File: src/rtl/readout_tx_meas_sequencer.sv
// Readout measurement sequencer: drives the TX readout tone, gates RX integration and returns the decision.
// Optional macro READOUT_TX_TIMEOUT_EN adds a bounded WAIT that forces a timeout result.
module readout_tx_meas_sequencer #(
    parameter int PULSE_LENGTH   = 8,
    parameter int INTEG_DELAY    = 2,
    parameter int TIMEOUT_CYCLES = 16,
    parameter int QUBIT_ID_WIDTH = 4
) (
    input  logic                      clk,
    input  logic                      rst,
    input  logic                      meas_req_valid_in,
    input  logic [QUBIT_ID_WIDTH-1:0] meas_req_qubit_in,
    output logic                      meas_req_ready_out,
    output logic                      tx_pulse_en_out,
    output logic [QUBIT_ID_WIDTH-1:0] tx_qubit_out,
    output logic                      count_en_out,
    output logic                      finish_count_out,
    input  logic                      valid_meas_result_in,
    input  logic                      meas_result_in,
    output logic                      result_valid_out,
    output logic                      result_out,
    output logic [QUBIT_ID_WIDTH-1:0] result_qubit_out,
    output logic                      result_timeout_out
);

    localparam int PULSE_CNT_W = $clog2(PULSE_LENGTH + 1);
    localparam logic [PULSE_CNT_W-1:0] PULSE_LAST  = PULSE_CNT_W'(PULSE_LENGTH - 1);
    localparam logic [PULSE_CNT_W-1:0] INTEG_START = PULSE_CNT_W'(INTEG_DELAY);

    typedef enum logic [1:0] {
        ST_IDLE   = 2'd0,
        ST_PULSE  = 2'd1,
        ST_FINISH = 2'd2,
        ST_WAIT   = 2'd3
    } state_t;

    state_t                 state_r;
    logic [PULSE_CNT_W-1:0] pulse_cnt_r;
    logic [PULSE_CNT_W-1:0] pulse_next_s;

`ifdef READOUT_TX_TIMEOUT_EN
    localparam int WAIT_CNT_W = $clog2(TIMEOUT_CYCLES + 1);
    localparam logic [WAIT_CNT_W-1:0] WAIT_LAST = WAIT_CNT_W'(TIMEOUT_CYCLES - 1);
    logic [WAIT_CNT_W-1:0] wait_cnt_r;
`else
    assign result_timeout_out = 1'b0;
`endif

    // Index of the pulse cycle that follows the current one
    assign pulse_next_s = pulse_cnt_r + 1'b1;

    // Sequencer FSM; every output is a register updated here
    always_ff @(posedge clk) begin
        if (rst) begin
            state_r            <= ST_IDLE;
            pulse_cnt_r        <= '0;
            meas_req_ready_out <= 1'b1;
            tx_pulse_en_out    <= 1'b0;
            tx_qubit_out       <= '0;
            count_en_out       <= 1'b0;
            finish_count_out   <= 1'b0;
            result_valid_out   <= 1'b0;
            result_out         <= 1'b0;
            result_qubit_out   <= '0;
`ifdef READOUT_TX_TIMEOUT_EN
            wait_cnt_r         <= '0;
            result_timeout_out <= 1'b0;
`endif
        end else begin
            // Strobes and result fields are single-cycle and zero otherwise
            finish_count_out <= 1'b0;
            result_valid_out <= 1'b0;
            result_out       <= 1'b0;
            result_qubit_out <= '0;
`ifdef READOUT_TX_TIMEOUT_EN
            result_timeout_out <= 1'b0;
`endif
            case (state_r)
                ST_IDLE: begin
                    if (meas_req_valid_in && meas_req_ready_out) begin
                        state_r            <= ST_PULSE;
                        meas_req_ready_out <= 1'b0;
                        tx_pulse_en_out    <= 1'b1;
                        tx_qubit_out       <= meas_req_qubit_in;
                        count_en_out       <= (INTEG_DELAY == 0);
                        pulse_cnt_r        <= '0;
                    end else begin
                        meas_req_ready_out <= 1'b1;
                    end
                end
                ST_PULSE: begin
                    if (pulse_cnt_r == PULSE_LAST) begin
                        state_r          <= ST_FINISH;
                        tx_pulse_en_out  <= 1'b0;
                        count_en_out     <= 1'b0;
                        finish_count_out <= 1'b1;
                    end else begin
                        pulse_cnt_r <= pulse_next_s;
                        if (pulse_next_s == INTEG_START) begin
                            count_en_out <= 1'b1;
                        end else begin
                            count_en_out <= count_en_out;
                        end
                    end
                end
                ST_FINISH: begin
                    state_r <= ST_WAIT;
`ifdef READOUT_TX_TIMEOUT_EN
                    wait_cnt_r <= '0;
`endif
                end
                ST_WAIT: begin
                    // A real decision takes priority over an expiring timeout
                    if (valid_meas_result_in) begin
                        state_r            <= ST_IDLE;
                        meas_req_ready_out <= 1'b1;
                        result_valid_out   <= 1'b1;
                        result_out         <= meas_result_in;
                        result_qubit_out   <= tx_qubit_out;
`ifdef READOUT_TX_TIMEOUT_EN
                    end else if (wait_cnt_r == WAIT_LAST) begin
                        state_r            <= ST_IDLE;
                        meas_req_ready_out <= 1'b1;
                        result_valid_out   <= 1'b1;
                        result_out         <= 1'b0;
                        result_qubit_out   <= tx_qubit_out;
                        result_timeout_out <= 1'b1;
                    end else begin
                        wait_cnt_r <= wait_cnt_r + 1'b1;
                    end
`else
                    end else begin
                        state_r <= ST_WAIT;
                    end
`endif
                end
                default: begin
                    state_r            <= ST_IDLE;
                    meas_req_ready_out <= 1'b1;
                    tx_pulse_en_out    <= 1'b0;
                    count_en_out       <= 1'b0;
                end
            endcase
        end
    end

endmodule

File: config.mk
export PLATFORM = sky130hd
export DESIGN_NAME = readout_tx_meas_sequencer
export DESIGN_NICKNAME = d
export VERILOG_FILES = /design/src/rtl/readout_tx_meas_sequencer.sv
export SDC_FILE = /design/constraint.sdc
export NUM_CORES = 1
export LEC_CHECK = 0
export ABC_CLOCK_PERIOD_IN_PS = 2000
export CAP_MARGIN = 10
export CORE_MARGIN = 2
export CORE_UTILIZATION = 45
export DETAILED_ROUTE_END_ITERATION = 16
export GPL_TIMING_DRIVEN = 0
export PLACE_DENSITY_LB_ADDON = 0.3
export RECOVER_POWER = 100
export SKIP_CTS_REPAIR_TIMING = 1
export SLEW_MARGIN = 25
export SYNTH_ARGS = -nofsm -noshare
export SYNTH_HDL_FRONTEND = slang
export SYNTH_SLANG_ARGS = --single-unit
File: constraint.sdc
create_clock -name clk -period 2 [get_ports clk]
set_input_delay 0.6 -clock clk [delete_from_list [all_inputs] [get_ports clk]]
set_output_delay 0.6 -clock clk [all_outputs]
set_load 0.05 [all_outputs]
# After elaboration in Yosys (flattened, before gate mapping)
# Cells that the tools add are included.
[word_totals]
output_inout_bits = 15
inputBits = 9
word_cells = 56
ff_bits = 20
[op_classes]
n_bitwise = 3
reduce_logical = 13
mux = 19
eq_ne = 10
add_sub_neg = 1
[op_table]
columns = ["op", "n"]
rows = [
  ["1-bit 2-to-1 mux", 9],
  ["3-bit AND reduction", 3],
  ["4-bit 2-to-1 mux", 2],
  ["2-bit != test (second input constant)", 4],
  ["2-bit case mux with 4 select lines", 1],
  ["4-bit case mux with 2 select lines", 1],
  ["2-bit 2-to-1 mux", 3],
  ["1-bit case mux with 2 select lines", 3],
  ["2-bit AND reduction", 3],
  ["4-bit by 1-bit adder with 4-bit output (second input constant)", 1],
  ["2-bit == test (second input constant)", 2],
  ["4-bit by 2-bit == test with 1-bit output (second input constant)", 1],
  ["4-bit by 3-bit == test with 1-bit output (second input constant)", 1],
  ["2-bit nonzero test", 2],
  ["2-bit OR reduction", 2],
  ["3-bit != test (second input constant)", 1],
  ["1-bit NOT", 3],
  ["3-bit OR reduction", 1],
  ["2-bit by 1-bit == test with 1-bit output (second input constant)", 1],
  ["2-bit logical NOT", 1],
  ["1-bit logical AND", 1],
]

# Logic depth before layout (Yosys ltp)
# Gate-level depths: netlist of run 1.
[logic_depth]
ltp_word = 5
depth_mapped = 5
depth_no_buf = 5

# Worst setup path after synthesis of run 1
# No wires, ideal clock.
[synth_path]
path_kind = "reg-to-reg"
startpoint = "register pulse_cnt_r[0]"
endpoint = "register pulse_cnt_r[3]"
path_stages_with_launch = 5
path_buffers = 0
required_ns = 1.926
t_arrival_ns = 1.364
slack_ns = 0.561
setup_ns = 0.074
cell_sequence = "dfxtp_1 -> ha_1 -> and3b_4 -> or4_1 -> a31oi_1"
[synth_between]
elab_chain_len = 3
word_cells_on_any_way = 6
cone_classes = "add/sub (1); eq/ne (2); mux (2); reduce/logical (1)"
[synth_lines]
columns = ["element", "line_no", "text"]
rows = [
  ["start, declared", "38", "logic [PULSE_CNT_W-1:0] pulse_cnt_r;"],
  ["start signal, assigned", "98", "pulse_cnt_r <= pulse_next_s;"],
  ["4-bit by 1-bit adder with 4-bit output or 4-bit by 3-bit == test with 1-bit output (tied branches)", "50, 92", ""],
  ["4-bit 2-to-1 mux or 2-bit != test (tied branches)", "n/a", ""],
  ["4-bit case mux with 2 select lines or 3-bit AND reduction (tied branches)", "n/a", ""],
]
# Parallel ways exist; a longest one is shown, timed or not. The select of a mux whose other input is x is not followed.
# A chain may end at the register's enable or synchronous reset.

# Final worst setup path of run 1
[layout_path]
startpoint = "register meas_req_ready_out"
endpoint = "output meas_req_ready_out"
[layout_rtl]
columns = ["element", "line_no", "text"]
rows = [
  ["start, declared", "13", "output logic meas_req_ready_out,"],
  ["start signal, assigned", "57", "meas_req_ready_out <= 1'b1;"],
  ["start signal, assigned", "82", "meas_req_ready_out <= 1'b0;"],
  ["start signal, assigned", "88", "meas_req_ready_out <= 1'b1;"],
]
# No word-level cell between the ends.

==> impl_metrics.csv, run 1 <==
group,metric,value,unit
global_route,met3_usage,4.53,%
routing,vias_per_cell,5.36,
clock_tree,clk_latency,300,ps
layout,layout_common_cells,"20 x dfxtp_1, 16 x clkbuf_1",
placed_design,io_buffers,21,
critical_path,crit_chain,"clkbuf_1",
logic_synthesis,syn_area,855,um^2
critical_path,slowest_delay,480,ps
power_and_ir_drop,cellPowerDensity,784,nW/um^2
critical_path,cp-end-kind,"output pin",
layout,layout.nets,124,
outcome,status,"complete, no violations",
logic_synthesis,syn_area_per_cell,9.82,um^2
floorplan,core,1760,um^2
layout,layout.cells.most_common,"dfxtp_1",
routing,drtPass1Iterations,4,
routing,drc,0,
placed_design,gp_routability_congestion,0.704,
floorplan,die_w,47.6,um
sta,hold_viol_final,0,
critical_path,rrSetupSlack,400,ps
global_route,grt_usage,17.4,%
routing,drtAntennaViolNets,0,
routing,wl_per_cell,13.2,um
hold_path,hp-class,"reg2reg",
power_and_ir_drop,leakagePower,0.414,nW
critical_path,crit_family,"buffers and inverters",
sta,fin_crit_sh,89.0,%
sta,fmax,0.562,GHz
floorplan,die_y,47.6,um
critical_path,arrival,1180,ps
routing,vias,735,
logic_synthesis,synth_nets,98,
critical_path,cpMaxStageDelayCell,"clkbuf_1",
floorplan,die-area,2260,um^2
sta,setup_viol,0,
sta,skew,5.79,ps
sta,maxSlewViolCount,0,
clock_tree,cts_made_buffers,3,
logic_synthesis,netlist_instances,87,
global_route,grt_max_degree,12,
clock_tree,cts-root-buf,"clkbuf_4",
critical_path,cp_num_buf_inv,1,
global_route,met1_usage,19.7,%
global_route,antenna_found_initial,0,
power_and_ir_drop,vdd_drop_max,357,uV
global_route,grtUsageMet2,30.5,%
floorplan,io_pins,24,
sta,fin_ws,220,ps
placed_design,placed_cell_area,1100,um^2
sta,worst_slew_margin_rel,59.2,%
placed_design,placedCellCount,133,
clock_tree,path_clk_slew,110,ps
clock_tree,htree_num_levels,1,
sta,tightestPinTransition,615,ps
global_route,grt_most_used_layer,"met2",
layout,instances_no_fill,137,
sta,rsz0062_at_grt,"no",
sta,period_needed,1780,ps
layout,insertedDiodeCount,0,
critical_path,cp-start-kind,"flip-flop",
layout,syn_to_final_growth,22.3,%
logic_synthesis,seq_area_frac_synth,46.9,%
floorplan,start_util,48.4,%
clock_tree,clock_path_buffers,2,
run,cap_viol_max_count,0,
global_route,grt_pass1_wl,2.69,mm
logic_synthesis,ys_seq_elements,20,
layout,finalInstanceArea,1040,um^2
routing,drt_wl_total,1.80,mm
clock_tree,clock_sinks,20,
placed_design,dp_slack,54.7,ps
logic_synthesis,ys_warn_count,0,
critical_path,critical_path.max_fanout,5,
global_route,grt_pass1_vias,622,
routing,drtIter0Drc,16,
critical_path,critical_path_class,"reg2out",
global_route,overflow,0,
layout,final_layout_size_suffix_gt1_share,9.82,%
logic_synthesis,synth_cell_types,36,
placed_design,dp_hpwl,1.31,mm
floorplan,fp-row-count,15,
clock_tree,tritoncts,"done",
critical_path,cp_data_required_time,1400,ps
-- per-layer routing --
metal / share of wire [%] / wire, um / vias to the layer above
li1: - / - / 364
met1: 42 / 765 / 347
met2: 50 / 907 / 19
met3: 5.5 / 100 / 5
met4: 1.6 / 29 / 0
met5: 0 / 0 / -
-- final cells by class --
cell class / count / area (um^2)
Inverter: 3 / 11.3
Multi-Input combinational cell: 58 / 407
Buffer: 6 / 36.3
Timing Repair Buffer: 21 / 123
Tap cell: 25 / 31.3
Clock buffer: 4 / 36.3
Sequential cell: 20 / 400
Fill cell: 174 / 719
-- kinds of logic (layout without fill, tap and decap cells) --
| family | Yosys count | after routing | share of synthesized area [%] |
|---|---|---|---|
| AO/OA/AOI/OAI | 23 | 23 | 19.3 |
| buffers and inverters | 9 | 34 | 5.56 |
| flip-flops | 20 | 20 | 46.9 |
| adder cells (fa/ha/maj) | 2 | 2 | 2.93 |
| AND/OR/NAND/NOR | 28 | 28 | 20.2 |
| other | 1 | 1 | 0.439 |
| multiplexers | 4 | 4 | 4.69 |
-- cell usage after synthesis, drive strengths merged --
library cell	number	area, um^2
dfxtp	20	400
a21oi	5	25.0
and2	5	31.3
nor2	5	18.8
buf	4	28.8
mux2i	4	40.0
nand2	4	15.0
inv	3	11.3
a211oi	2	15.0
a21o	2	15.0
and3b	2	21.3
clkbuf	2	7.51
ha	2	25.0
nand3	2	10.0
o2111ai	2	17.5
o211a	2	20.0
o211ai	2	15.0
o21ai	2	10.0
o31ai	2	15.0
or4	2	15.0
a21bo	1	10.0
a31o	1	8.76
a31oi	1	6.26
and2b	1	7.51
conb	1	3.75
nand2b	1	6.26
nand3b	1	7.51
nand4	1	6.26
nand4bb	1	11.3
nor2b	1	6.26
nor3b	1	7.51
o21a	1	7.51
or3b	1	8.76
-- state kept, by name, indices dropped and copies added (netlist names) --
register and count:
state_r 2, tx_pulse_en_out 1, result_qubit_out 4, pulse_cnt_r 4, count_en_out 1, finish_count_out 1
result_out 1, meas_req_ready_out 1, result_valid_out 1, tx_qubit_out 4
-- report_power, final --
part           total (mW)  internal (mW)  switching, mW
combinational       0.151         0.0529         0.0985
clock               0.234          0.111          0.123
sequential          0.434          0.416         0.0175
-- final timing paths --
check | start | end | cells after the start
max | meas_req_ready_out | meas_req_ready_out | 1
min | tx_qubit_out[1] | result_qubit_out[1] | 1
max reg2reg | pulse_cnt_r[0] | pulse_cnt_r[3] | 4
min reg2reg | tx_qubit_out[1] | result_qubit_out[1] | 1
-- through the flow --
stage	utilization [%]	TNS, ps	hold WS [ps]	power (mW)
after floorplan	-	0	504	0.554
after global placement	62.1	0	460	0.606
after detailed placement	62.1	0	474	0.610
after CTS	64.2	-813	497	0.842
after global routing	59.2	0	512	0.855
final	59.2	0	486	0.820
No activity file was read; power rests on OpenSTA's default activity.
==> run 2, diff against run 1 <==
--- a/config.mk
+++ b/config.mk
@@ -11,7 +11,7 @@
 export CORE_UTILIZATION = 45
 export DETAILED_ROUTE_END_ITERATION = 16
 export GPL_TIMING_DRIVEN = 0
-export PLACE_DENSITY_LB_ADDON = 0.3
+export PLACE_DENSITY = 0.77
 export RECOVER_POWER = 100
 export SKIP_CTS_REPAIR_TIMING = 1
 export SLEW_MARGIN = 25
==> impl_metrics.csv, run 2 (synthesis results as in run 1) <==
group,metric,value,unit
power_and_ir_drop,cellPowerDensity,787,nW/um^2
critical_path,arrival,1190,ps
outcome,status,"complete, no violations",
power_and_ir_drop,power_frac_comb,18.3,%
global_route,grt_pass1_vias,598,
layout,finalInstanceArea,1040,um^2
sta,skew,5.93,ps
routing,drtIter0Drc,9,
power_and_ir_drop,vdd_drop_max,379,uV
global_route,grt_pass1_wl,2.51,mm
run,cap_viol_max_count,0,
clock_tree,tritoncts,"done",
power_and_ir_drop,netSwitchingPower,0.242,mW
sta,period_needed,1790,ps
placed_design,dp_hpwl,1.23,mm
layout,syn_to_final_growth,22.3,%
placed_design,placed_cell_area,1100,um^2
routing,vias,737,
layout,insertedDiodeCount,0,
global_route,grt_max_degree,12,
critical_path,cp-end-kind,"output pin",
critical_path,crit_family,"buffers and inverters",
global_route,antenna_found_initial,0,
placed_design,io_buffers,21,
critical_path,cpMaxStageDelayCell,"clkbuf_1",
sta,maxSlewViolCount,0,
power_and_ir_drop,sw_frac_of_total,29.4,%
layout,layout.cells.most_common,"dfxtp_1",
critical_path,critical_path_class,"reg2out",
floorplan,start_util,48.4,%
critical_path,cp_num_buf_inv,1,
global_route,overflow,0,
placed_design,gp_routability_congestion,0.794,
power_and_ir_drop,p_clk_share,28.9,%
sta,fmax,0.559,GHz
power_and_ir_drop,leakagePower,0.414,nW
layout,layout.nets,124,
clock_tree,clock_path_buffers,2,
layout,final_layout_size_suffix_gt1_share,9.82,%
sta,fin_crit_sh,89.5,%
floorplan,die_y,47.6,um
layout,fillers,179,
critical_path,slowest_delay,490,ps
sta,hold_viol_final,0,
power_and_ir_drop,p_int,0.580,mW
routing,wl_per_cell,12.9,um
power_and_ir_drop,p_seq_share,52.9,%
clock_tree,cts_made_buffers,3,
clock_tree,cts-root-buf,"clkbuf_4",
placed_design,placedCellCount,133,
critical_path,cp_data_required_time,1400,ps
clock_tree,clock_sinks,20,
sta,rsz0062_at_grt,"no",
routing,drtAntennaViolNets,0,
critical_path,cp-start-kind,"flip-flop",
floorplan,core,1760,um^2
floorplan,io_pins,24,
layout,largestRegisters,"pulse_cnt_r (4), result_qubit_out (4), tx_qubit_out (4)",
sta,setup_viol,0,
global_route,grt_usage,16.7,%
routing,drt_wl_total,1.76,mm
clock_tree,clk_latency,310,ps
layout,instances_no_fill,137,
floorplan,die_w,47.6,um
clock_tree,htree_num_levels,1,
routing,drc,0,
sta,worst_slew_margin_rel,60.1,%
power_and_ir_drop,total_power,0.822,mW
clock_tree,path_clk_slew,110,ps
floorplan,fp-row-count,15,
critical_path,critical_path.max_fanout,5,
critical_path,crit_chain,"clkbuf_1",
routing,vias_per_cell,5.38,
layout,layout_common_cells,"20 x dfxtp_1, 16 x clkbuf_1",
hold_path,hp-class,"reg2reg",
routing,drtPass1Iterations,4,
floorplan,die-area,2260,um^2
sta,tightestPinTransition,601,ps
run 2: final cells by class:
class / count / area [um^2] / share of cell area [%]
multi-input cells: 58 / 407 / 38.9
flip-flops and latches: 20 / 400 / 38.3
plain buffers: 6 / 36.3 / 3.47
inverters: 3 / 11.3 / 1.08
clock buffers: 4 / 36.3 / 3.47
well taps: 25 / 31.3 / 2.99
repair buffers: 21 / 123 / 11.7
run 2: stage by stage:
step,hold WS [ps],utilization [%],setup slack [ps],setup TNS (ps)
finish,493,59.2,210,0
floorplan,504,-,561,0
detailed placement,482,62.1,43.6,0
global route,520,59.2,148,0
global placement,468,62.1,117,0
CTS,502,64.2,-141,-884
run 2: routing by layer:
metal / GRT usage, % / share of wire (%) / up-vias / routed length (um)
met5: 0 / 0 / - / 0
met4: 9.73 / 2.2 / 0 / 39
met3: 4.53 / 5.8 / 6 / 102
met2: 26.5 / 45 / 25 / 792
met1: 20.2 / 47 / 345 / 827
li1: - / - / 361 / -
run 2: worst paths after layout:
path	from	to	slack, ps	depth (start not counted)
worst min register to register	tx_qubit_out[0]	result_qubit_out[0]	490	1
worst max register to register	pulse_cnt_r[0]	pulse_cnt_r[3]	430	4
worst min-delay path	tx_qubit_out[0]	result_qubit_out[0]	490	1
worst max-delay path	meas_req_ready_out	meas_req_ready_out	210	1
run 2: power by group through the flow:
| stage | logic (mW) | registers, mW | clock network, mW |
|---|---|---|---|
| after detailed placement | 0.165 | 0.443 | 0 |
| after CTS | 0.166 | 0.434 | 0.243 |
| after global placement | 0.165 | 0.442 | 0 |
| after global routing | 0.161 | 0.437 | 0.251 |
| after floorplan | 0.0705 | 0.484 | 0 |
| final | 0.150 | 0.435 | 0.237 |
==> run 3, diff against run 2 <==
--- a/config.mk
+++ b/config.mk
@@ -5,14 +5,15 @@
 export SDC_FILE = /design/constraint.sdc
 export NUM_CORES = 1
 export LEC_CHECK = 0
+export ABC_AREA = 1
 export ABC_CLOCK_PERIOD_IN_PS = 2000
 export CAP_MARGIN = 10
 export CORE_MARGIN = 2
-export CORE_UTILIZATION = 45
+export CORE_UTILIZATION = 44
 export DETAILED_ROUTE_END_ITERATION = 16
 export GPL_TIMING_DRIVEN = 0
 export PLACE_DENSITY = 0.77
-export RECOVER_POWER = 100
+export RECOVER_POWER = 50
 export SKIP_CTS_REPAIR_TIMING = 1
 export SLEW_MARGIN = 25
 export SYNTH_ARGS = -nofsm -noshare
==> impl_metrics.csv, run 3 <==
group,metric,value,unit
outcome,status,"complete, no violations",
routing,met3WireLength,110,um
placed_design,dp_slack,215,ps
layout,layout_common_cells,"20 x dfxtp_1, 18 x nand2_1, 15 x inv_1",
placed_design,placedCellCount,140,
logic_synthesis,synth_ff_type,"dfxtp_1",
sta,rsz0062_at_grt,"no",
logic_synthesis,synthArstFlopShare,0,%
layout,layout.cells.most_common,"dfxtp_1",
logic_synthesis,synth_edf_count,0,
layout,syn_to_final_growth,39.3,%
logic_synthesis,synth_cell_types,19,
sta,period_needed,1730,ps
layout,final-seq-area,400,um^2
sta,fmax,0.579,GHz
floorplan,die-area,2120,um^2
power_and_ir_drop,leakagePower,0.666,nW
sta,maxSlewViolCount,0,
floorplan,die_w,46.1,um
critical_path,cp-start-kind,"flip-flop",
layout,insertedDiodeCount,0,
power_and_ir_drop,cellPowerDensity,954,nW/um^2
critical_path,critical_path.max_fanout,4,
placed_design,gp_routability_congestion,0.779,
sta,tightestPinTransition,523,ps
clock_tree,clk_latency,310,ps
clock_tree,htree_num_levels,1,
routing,drtIter0Drc,8,
global_route,antenna_found_initial,0,
logic_synthesis,syn_area,779,um^2
routing,top_layer,"met4",
routing,wl_met2,741,um
logic_synthesis,synth_top_cell_by_area,"dfxtp_1",
routing,vias,729,
clock_tree,path_clk_slew,110,ps
power_and_ir_drop,total_power,1.04,mW
global_route,overflow,0,
power_and_ir_drop,p_seq_share,46.0,%
critical_path,arrival,1130,ps
placed_design,io_buffers,22,
logic_synthesis,ys_seq_elements,20,
run,cap_viol_max_count,0,
critical_path,cp_num_buf_inv,1,
logic_synthesis,netlist_top_cells_count,"20 x dfxtp_1, 17 x nand2_1, 14 x inv_1, 11 x a21oi_1, 11 x nor2_1",
logic_synthesis,syn_area_per_cell,7.72,um^2
critical_path,cp-end-kind,"output pin",
floorplan,die_y,46.1,um
critical_path,crit_chain,"dlymetal6s2s_1",
floorplan,core,1690,um^2
routing,drtAntennaViolNets,0,
clock_tree,clock_sinks,20,
routing,met1_length,690,um
logic_synthesis,synth_nets,112,
routing,vias_per_cell,5.06,
layout,final_layout_size_suffix_gt1_share,7.09,%
clock_tree,cts-root-buf,"clkbuf_4",
global_route,grt_pass1_wl,2.43,mm
layout,largestRegisters,"pulse_cnt_r (4), result_qubit_out (4), tx_qubit_out (4)",
placed_design,dp_hpwl,1.18,mm
clock_tree,tritoncts,"done",
routing,drc,0,
layout,layout.nets,139,
routing,drt_wl_total,1.59,mm
power_and_ir_drop,p_clk_share,22.8,%
floorplan,start_util,46.1,%
hold_path,hold_start,"tx_qubit_out[3]",
power_and_ir_drop,power_frac_comb,31.3,%
power_and_ir_drop,sw_frac_of_total,36.1,%
critical_path,cp_data_required_time,1400,ps
critical_path,rr_startpoint,"pulse_cnt_r[0]",
sta,skew,4.97,ps
sta,timing.setup.tns,0,ps
sta,fin_crit_sh,86.4,%
layout,instances_no_fill,144,
layout,multi_input_area,304,um^2
logic_synthesis,yosys.cell_count.top_type,"dfxtp_1",
clock_tree,cts_made_buffers,3,
clock_tree,clock_path_buffers,2,
floorplan,fp-row-count,15,
global_route,grt_max_degree,12,
critical_path,slowest_delay,440,ps
power_and_ir_drop,netSwitchingPower,0.374,mW
hold_path,hp-class,"reg2reg",
sta,fin_ws,273,ps
logic_synthesis,ys_warn_count,0,
critical_path,startpoint,"meas_req_ready_out",
logic_synthesis,seq_area_frac_synth,51.4,%
critical_path,cpMaxStageDelayCell,"dlymetal6s2s_1",
sta,hold_viol_final,0,
logic_synthesis,synth_top_area_share,51.4,%
critical_path,crit_family,"buffers and inverters",
global_route,grt_usage,17.0,%
power_and_ir_drop,vdd_drop_max,575,uV
floorplan,io_pins,24,
critical_path,critical_path_class,"reg2out",
layout,fillers,159,
sta,worst_slew_margin_rel,65.1,%
critical_path,rrSetupSlack,390,ps
sta,setup_viol,0,
logic_synthesis,netlist_instances,101,
routing,wl_per_cell,11.0,um
power_and_ir_drop,p_int,0.662,mW
global_route,grt_pass1_vias,629,
routing,drtPass1Iterations,4,
logic_synthesis,netlist_top_cells_area,"dfxtp_1 51%, nand2_1 8.2%, a21oi_1 7.1%",
-- run 3: changes by cell type after synthesis, moves of 5 or more --
cell / change
inv_1: +11
nor2_1: +6
a21oi_1: +6
and2_1: -5
o21ai_1: +5
nand2_1: +13
-- run 3: layout make-up --
cell class,count,share of cell area (%)
flip-flops and latches,20,36.9
multi-input cells,64,28.0
repair buffers,22,23.5
inverters,15,5.18
clock buffers,4,3.34
well taps,17,1.96
plain buffers,2,1.15
-- run 3: per-layer routing --
layer / up-vias / global-route usage, %
met2: 24 / 28.1
met1: 326 / 17.4
li1: 375 / -
met5: - / 0
met4: 0 / 16.0
met3: 4 / 3.92
-- run 3: logic make-up after synthesis --
kind of cell,Yosys count,synth area share [%]
flops,20,51.4
compound gates,20,13.3
fa+ha+maj,2,3.21
simple gates,41,22.8
other cells,1,0.481
buf+inv,17,8.83
-- run 3: power groups by stage --
| stage | combinational [mW] | sequential (mW) | clock, mW |
|---|---|---|---|
| floorplan | 0.142 | 0.573 | 0 |
| global placement | 0.324 | 0.484 | 0 |
| detailed placement | 0.332 | 0.487 | 0 |
| CTS | 0.333 | 0.478 | 0.241 |
| global route | 0.351 | 0.483 | 0.253 |
| finish | 0.324 | 0.476 | 0.236 |
-- run 3: per-stage QoR --
step | hold WS, ps | util (%) | cell area [um^2]
after floorplan | 474 | - | 779
after global placement | 436 | 60.4 | 1020
after detailed placement | 442 | 60.4 | 1020
after CTS | 459 | 62.6 | 1060
after global routing | 469 | 64.3 | 1090
final | 450 | 64.3 | 1090
-- run 3: final timing paths --
check                             end  cells past startpoint
setup / recovery   meas_req_ready_out                      1
hold / removal    result_qubit_out[3]                      2
setup reg to reg       pulse_cnt_r[3]                      7
hold reg to reg   result_qubit_out[3]                      2
==> RTL change 1, RTL diff (settings of run 1) <==
Encoding of `state_t`: now one-hot (4 bits for 4 states).
--- a/src/rtl/readout_tx_meas_sequencer.sv
+++ b/src/rtl/readout_tx_meas_sequencer.sv
@@ -27,11 +27,11 @@
     localparam logic [PULSE_CNT_W-1:0] PULSE_LAST  = PULSE_CNT_W'(PULSE_LENGTH - 1);
     localparam logic [PULSE_CNT_W-1:0] INTEG_START = PULSE_CNT_W'(INTEG_DELAY);
 
-    typedef enum logic [1:0] {
-        ST_IDLE   = 2'd0,
-        ST_PULSE  = 2'd1,
-        ST_FINISH = 2'd2,
-        ST_WAIT   = 2'd3
+    typedef enum logic [3:0] {
+        ST_IDLE   = 4'b0001,
+        ST_PULSE  = 4'b0010,
+        ST_FINISH = 4'b0100,
+        ST_WAIT   = 4'b1000
     } state_t;
 
     state_t                 state_r;
Function: same outputs for any inputs over 10 cycles, from zero or initial values and one cycle with rst high; not proved beyond that.
==> RTL change 1 against run 1 <==
Maximum frequency decreased by 0.92%. Clock power increased by 48%. Global-route usage decreased by 0.14 points. Sequential cell count increased by 2. Worst hold slack improved by 2.8 ps. Worst setup slack got worse by 17 ps. Highest routed layer unchanged. Total power increased by 30%. Critical path type unchanged. Die area increased by 14%. Wire length increased by 13%. Critical path depth unchanged. Area after synthesis increased by 16%. Largest cell class unchanged. Design area increased by 14%.
==> RTL change 1: results (changes against run 1) <==
r2r setup slk - 340 ps (was 400 ps)
Mean Syn Cell Area - 9.23 um^2 (was 9.82 um^2)
Final #Nets - 144 (was 124)
CP Max Fanout - 4 (was 5)
layout cells sized above 1 - 0.0833 (was 0.0982)
status - finished clean (unchanged)
Seq/Total Area, Yosys - 0.446 (was 0.469)
worst skew pair latency - 320 ps (was 300 ps)
Worst Hold Path EP - count_en_out (was result_qubit_out[1])
first-pass GRT wire length - 3.37 mm (was 2.69 mm)
worst r2r src - state_r[1] (was pulse_cnt_r[0])
Area after DPL - 1230 um^2 (was 1100 um^2)
clk_skew - 8.25 ps (was 5.79 ps)
Cells after DPL - 155 (was 133)
Layout Cells excl Fill - 159 (was 137)
Worst Reg2Reg Path Length in Cells - 5 (was 4)
Final GP Congestion - 0.775 (was 0.704)
Synth Warn # - 0 (unchanged)
crit path DAT - 1200 ps (was 1180 ps)
Rel. slew slack - 0.589 (was 0.592)
r2r endpoint - pulse_cnt_r[0] (was pulse_cnt_r[3])
vias post-DR - 842 (was 735)
fmax - 557 MHz (was 562 MHz)
vias in the first global route - 773 (was 622)
initial detailed-routing violation count - 19 (was 16)
initial antenna violation count - 0 (unchanged)
Hold Path Depth - 2 (was 1)
HPWL after DPL - 1.41 mm (was 1.31 mm)
VDD IR max - 0.525 mV (was 0.357 mV)
pre-CTS setup slack - 23.3 ps (was 54.7 ps)
syn nets - 118 (was 98)
commonest cells in the netlist - dfxtp_1 (22), nor2_1 (9), nand2_1 (6) (was dfxtp_1 (20), a21oi_1 (5), and2_1 (5), nor2_1 (5))
CTS root buf - clkbuf_4 (unchanged)
drt wl/cell - 12.8 um (was 13.2 um)
largest net degree at the start of global routing - 14 (was 12)
Post-synth top flop - dfxtp_1 (unchanged)
final hold slack - 489 ps (was 486 ps)
Clock transition at path regs - 130 ps (was 110 ps)
count of cell types in the netlist - 39 (was 36)
Hold Crit Start - count_en_out (was tx_qubit_out[1])
GRT Util Overall - 0.173 (was 0.174)
Pleak - 0.000471 uW (was 0.000414 uW)
top post-synthesis cells by area - dfxtp_1 (45%), mux2i_1 (5.1%), nor2_1 (3.4%), and2_1 (3.2%), a21oi_1 (2.5%) (was dfxtp_1 (47%), mux2i_1 (4.7%), and2_1 (3.7%), a21oi_1 (2.9%), ha_1 (2.9%))
## RTL change 1: cell families after synthesis
family / after synthesis / share of synthesized area
multiplexers: 5 / 0.0507
AO/OA/AOI/OAI: 20 / 0.132
XOR/XNOR: 1 / 0.00887
flip-flops: 22 / 0.446
buffers and inverters: 11 / 0.0608
AND/OR/NAND/NOR: 45 / 0.272
other: 1 / 0.00380
adder cells (fa/ha/maj): 2 / 0.0253
## RTL change 1: report_power, final
part	switching (uW)	internal [uW]
registers	16.7	464
logic	157	84.5
clock network	144	203
## RTL change 1: layer usage
layer	global-route usage	wire [um]	vias up	share of wire
met5	0	0	-	0
li1	-	-	421	-
met2	0.309	1020	20	0.50
met4	0.0676	29	0	0.014
met1	0.201	902	395	0.44
met3	0.0351	75	6	0.037
## RTL change 1: final cells by class
class                      count  area [um^2]
sequential                    22          440
timing repair buffer          21          123
buffer                         8         48.8
inverter                       3         11.3
clock inverter                 1         30.0
fill                         195          826
clock buffer                   3         22.5
tap                           27         33.8
multi-input combinational     74          487
==> RTL change 2, RTL diff (config.mk and constraints of run 1) <==
Made on the original files. Set the parameter `QUBIT_ID_WIDTH` to 3 (it was 4).
--- a/src/rtl/readout_tx_meas_sequencer.sv
+++ b/src/rtl/readout_tx_meas_sequencer.sv
@@ -4,7 +4,7 @@
     parameter int PULSE_LENGTH   = 8,
     parameter int INTEG_DELAY    = 2,
     parameter int TIMEOUT_CYCLES = 16,
-    parameter int QUBIT_ID_WIDTH = 4
+    parameter int QUBIT_ID_WIDTH = 3
 ) (
     input  logic                      clk,
     input  logic                      rst,
Ports: changed (resized meas_req_qubit_in, result_qubit_out and tx_qubit_out); port bits go from 24 to 21. The function was not compared with the original's and may differ.
==> RTL change 2 against run 1 <==
Global-route usage decreased by 0.48 points. Clock skew decreased by 3.0 ps. Wire length fell by 18%. Critical path depth unchanged. Combinational power is 32% lower. Register-to-register slack improved by 40 ps. Worst setup slack improved by 19 ps. Area after synthesis shrank 15%. Design area shrank 14%. Clock power down 3%. Total power decreased by 13%. Sequential cell count is 2 lower. Final cell count fell by 12%. Largest cell class is now flip-flops and latches. Largest power group unchanged. Highest routed layer unchanged.
==> RTL change 2: results (changes against run 1) <==
maximum cell stage delay along the critical path - 480 ps (about the same)
commonest cells in the netlist - dfxtp_1 (18), nand2_1 (14), a21oi_1 (9) (was dfxtp_1 (20), a21oi_1 (5), and2_1 (5), nor2_1 (5))
Final #Nets - 115 (was 124)
initial antenna violation count - 0 (unchanged)
worst skew pair latency - 300 ps (about the same)
first-pass GRT wire length - 2.41 mm (was 2.69 mm)
CTS root buf - clkbuf_4 (unchanged)
VDD IR max - 0.356 mV (was 0.357 mV)
CP delay by family, top - buffers and inverters (unchanged)
Vias/cell - 5.38 (was 5.36)
Mean Syn Cell Area - 9.01 um^2 (was 9.82 um^2)
worst min path class - reg2reg (unchanged)
# fillers - 159 (was 174)
vias in the first global route - 557 (was 622)
pre-CTS setup slack - 113 ps (was 54.7 ps)
layout cells sized above 1 - 0.0962 (was 0.0982)
Final GP Congestion - 0.808 (was 0.704)
syn nets - 91 (was 98)
HPWL after DPL - 1.03 mm (was 1.31 mm)
Pleak - 0.000330 uW (was 0.000414 uW)
largest net degree at the start of global routing - 11 (was 12)
Clock transition at path regs - 100 ps
CP Max Fanout - 4 (was 5)
Seq/Total Area, Yosys - 0.494 (was 0.469)
htree depth - 1 (unchanged)
status - finished clean (unchanged)
Max Root-Sink Buffers - 2 (unchanged)
Top Registers - pulse_cnt_r: 4 flops, result_qubit_out: 3 flops, tx_qubit_out: 3 flops (was pulse_cnt_r: 4 flops, result_qubit_out: 4 flops, tx_qubit_out: 4 flops)
top post-synthesis cells by area - dfxtp_1 (49%), nand2_1 (7.2%), a21oi_1 (6.2%), and2_1 (3.4%), ha_1 (3.4%) (was dfxtp_1 (47%), mux2i_1 (4.7%), and2_1 (3.7%), a21oi_1 (2.9%), ha_1 (2.9%))
initial detailed-routing violation count - 10 (was 16)
crit path DAT - 1160 ps (was 1180 ps)
Crit-path slowest cell - clkbuf_1 (unchanged)
FFs w/ async S/R, synth - 0 (unchanged)
GRT Util Overall - 0.169 (was 0.174)
clk_skew - 2.74 ps (was 5.79 ps)
TritonCTS buffer count - 3 (unchanged)
Worst Max-Slew Pin Slew - 610 ps (was 615 ps)
Synth Warn # - 0 (unchanged)
Post-synth top flop - dfxtp_1 (unchanged)
drt total wl - 1.48 mm (was 1.80 mm)
ANT cells - 0 (unchanged)
count of cell types in the netlist - 28 (was 36)
port bufs - 19 (was 21)
Internal - 519 uW (was 580 uW)
Pre-antenna DRT Iters - 4 (unchanged)
vias post-DR - 646 (was 735)
## RTL change 2: final cells by class
| cell class | count | area [um^2] | share of cell area |
|---|---|---|---|
| multi-input combinational | 57 | 338 | 0.376 |
| inverter | 2 | 7.51 | 0.00834 |
| clock buffer | 4 | 36.3 | 0.0403 |
| buffer | 4 | 22.5 | 0.0250 |
| sequential | 18 | 360 | 0.401 |
| timing repair buffer | 19 | 115 | 0.128 |
| tap | 16 | 20.0 | 0.0223 |
## RTL change 2: worst min-delay path, stage by stage (launching register included)
cell	delay, ps
dfxtp_1	320
nand2_1	50
a21oi_1	50
## RTL change 2: worst paths after layout
kind / from / to / slack, ps / cells past startpoint
setup / recovery: meas_req_ready_out / meas_req_ready_out / 240 / 1
hold / removal: count_en_out / count_en_out / 450 / 2
setup reg to reg: pulse_cnt_r[0] / tx_pulse_en_out / 440 / 5
hold reg to reg: count_en_out / count_en_out / 450 / 2
## RTL change 2: kinds of logic after synthesis
| logic type | synth area share |
|---|---|
| multiplexers | 0.0154 |
| AO/OA/AOI/OAI | 0.122 |
| flip-flops | 0.494 |
| AND/OR/NAND/NOR | 0.286 |
| adder cells (fa/ha/maj) | 0.0343 |
| other | 0.00514 |
| buffers and inverters | 0.0429 |
## RTL change 2: per-layer routing
| metal | up-vias | track usage | wire length [um] |
|---|---|---|---|
| met5 | - | 0 | 0 |
| li1 | 325 | - | - |
| met1 | 305 | 0.197 | 658 |
| met2 | 13 | 0.288 | 720 |
| met3 | 3 | 0.0367 | 73 |
| met4 | 0 | 0.0909 | 27 |
## RTL change 2: power groups by stage
stage / logic (uW) / registers [uW] / clock network, uW
after floorplan: 44.9 / 419 / 0
after global placement: 112 / 391 / 0
after detailed placement: 113 / 392 / 0
after CTS: 114 / 383 / 232
after global routing: 112 / 386 / 242
final: 103 / 384 / 226
## RTL change 2: stage by stage
stage / hold slack (ps) / cell area [um^2] / TNS, ps
after CTS: 455 / 976 / -541
after detailed placement: 441 / 940 / 0
final: 450 / 900 / 0
after global routing: 483 / 900 / 0
after global placement: 438 / 940 / 0
after floorplan: 490 / 729 / 0
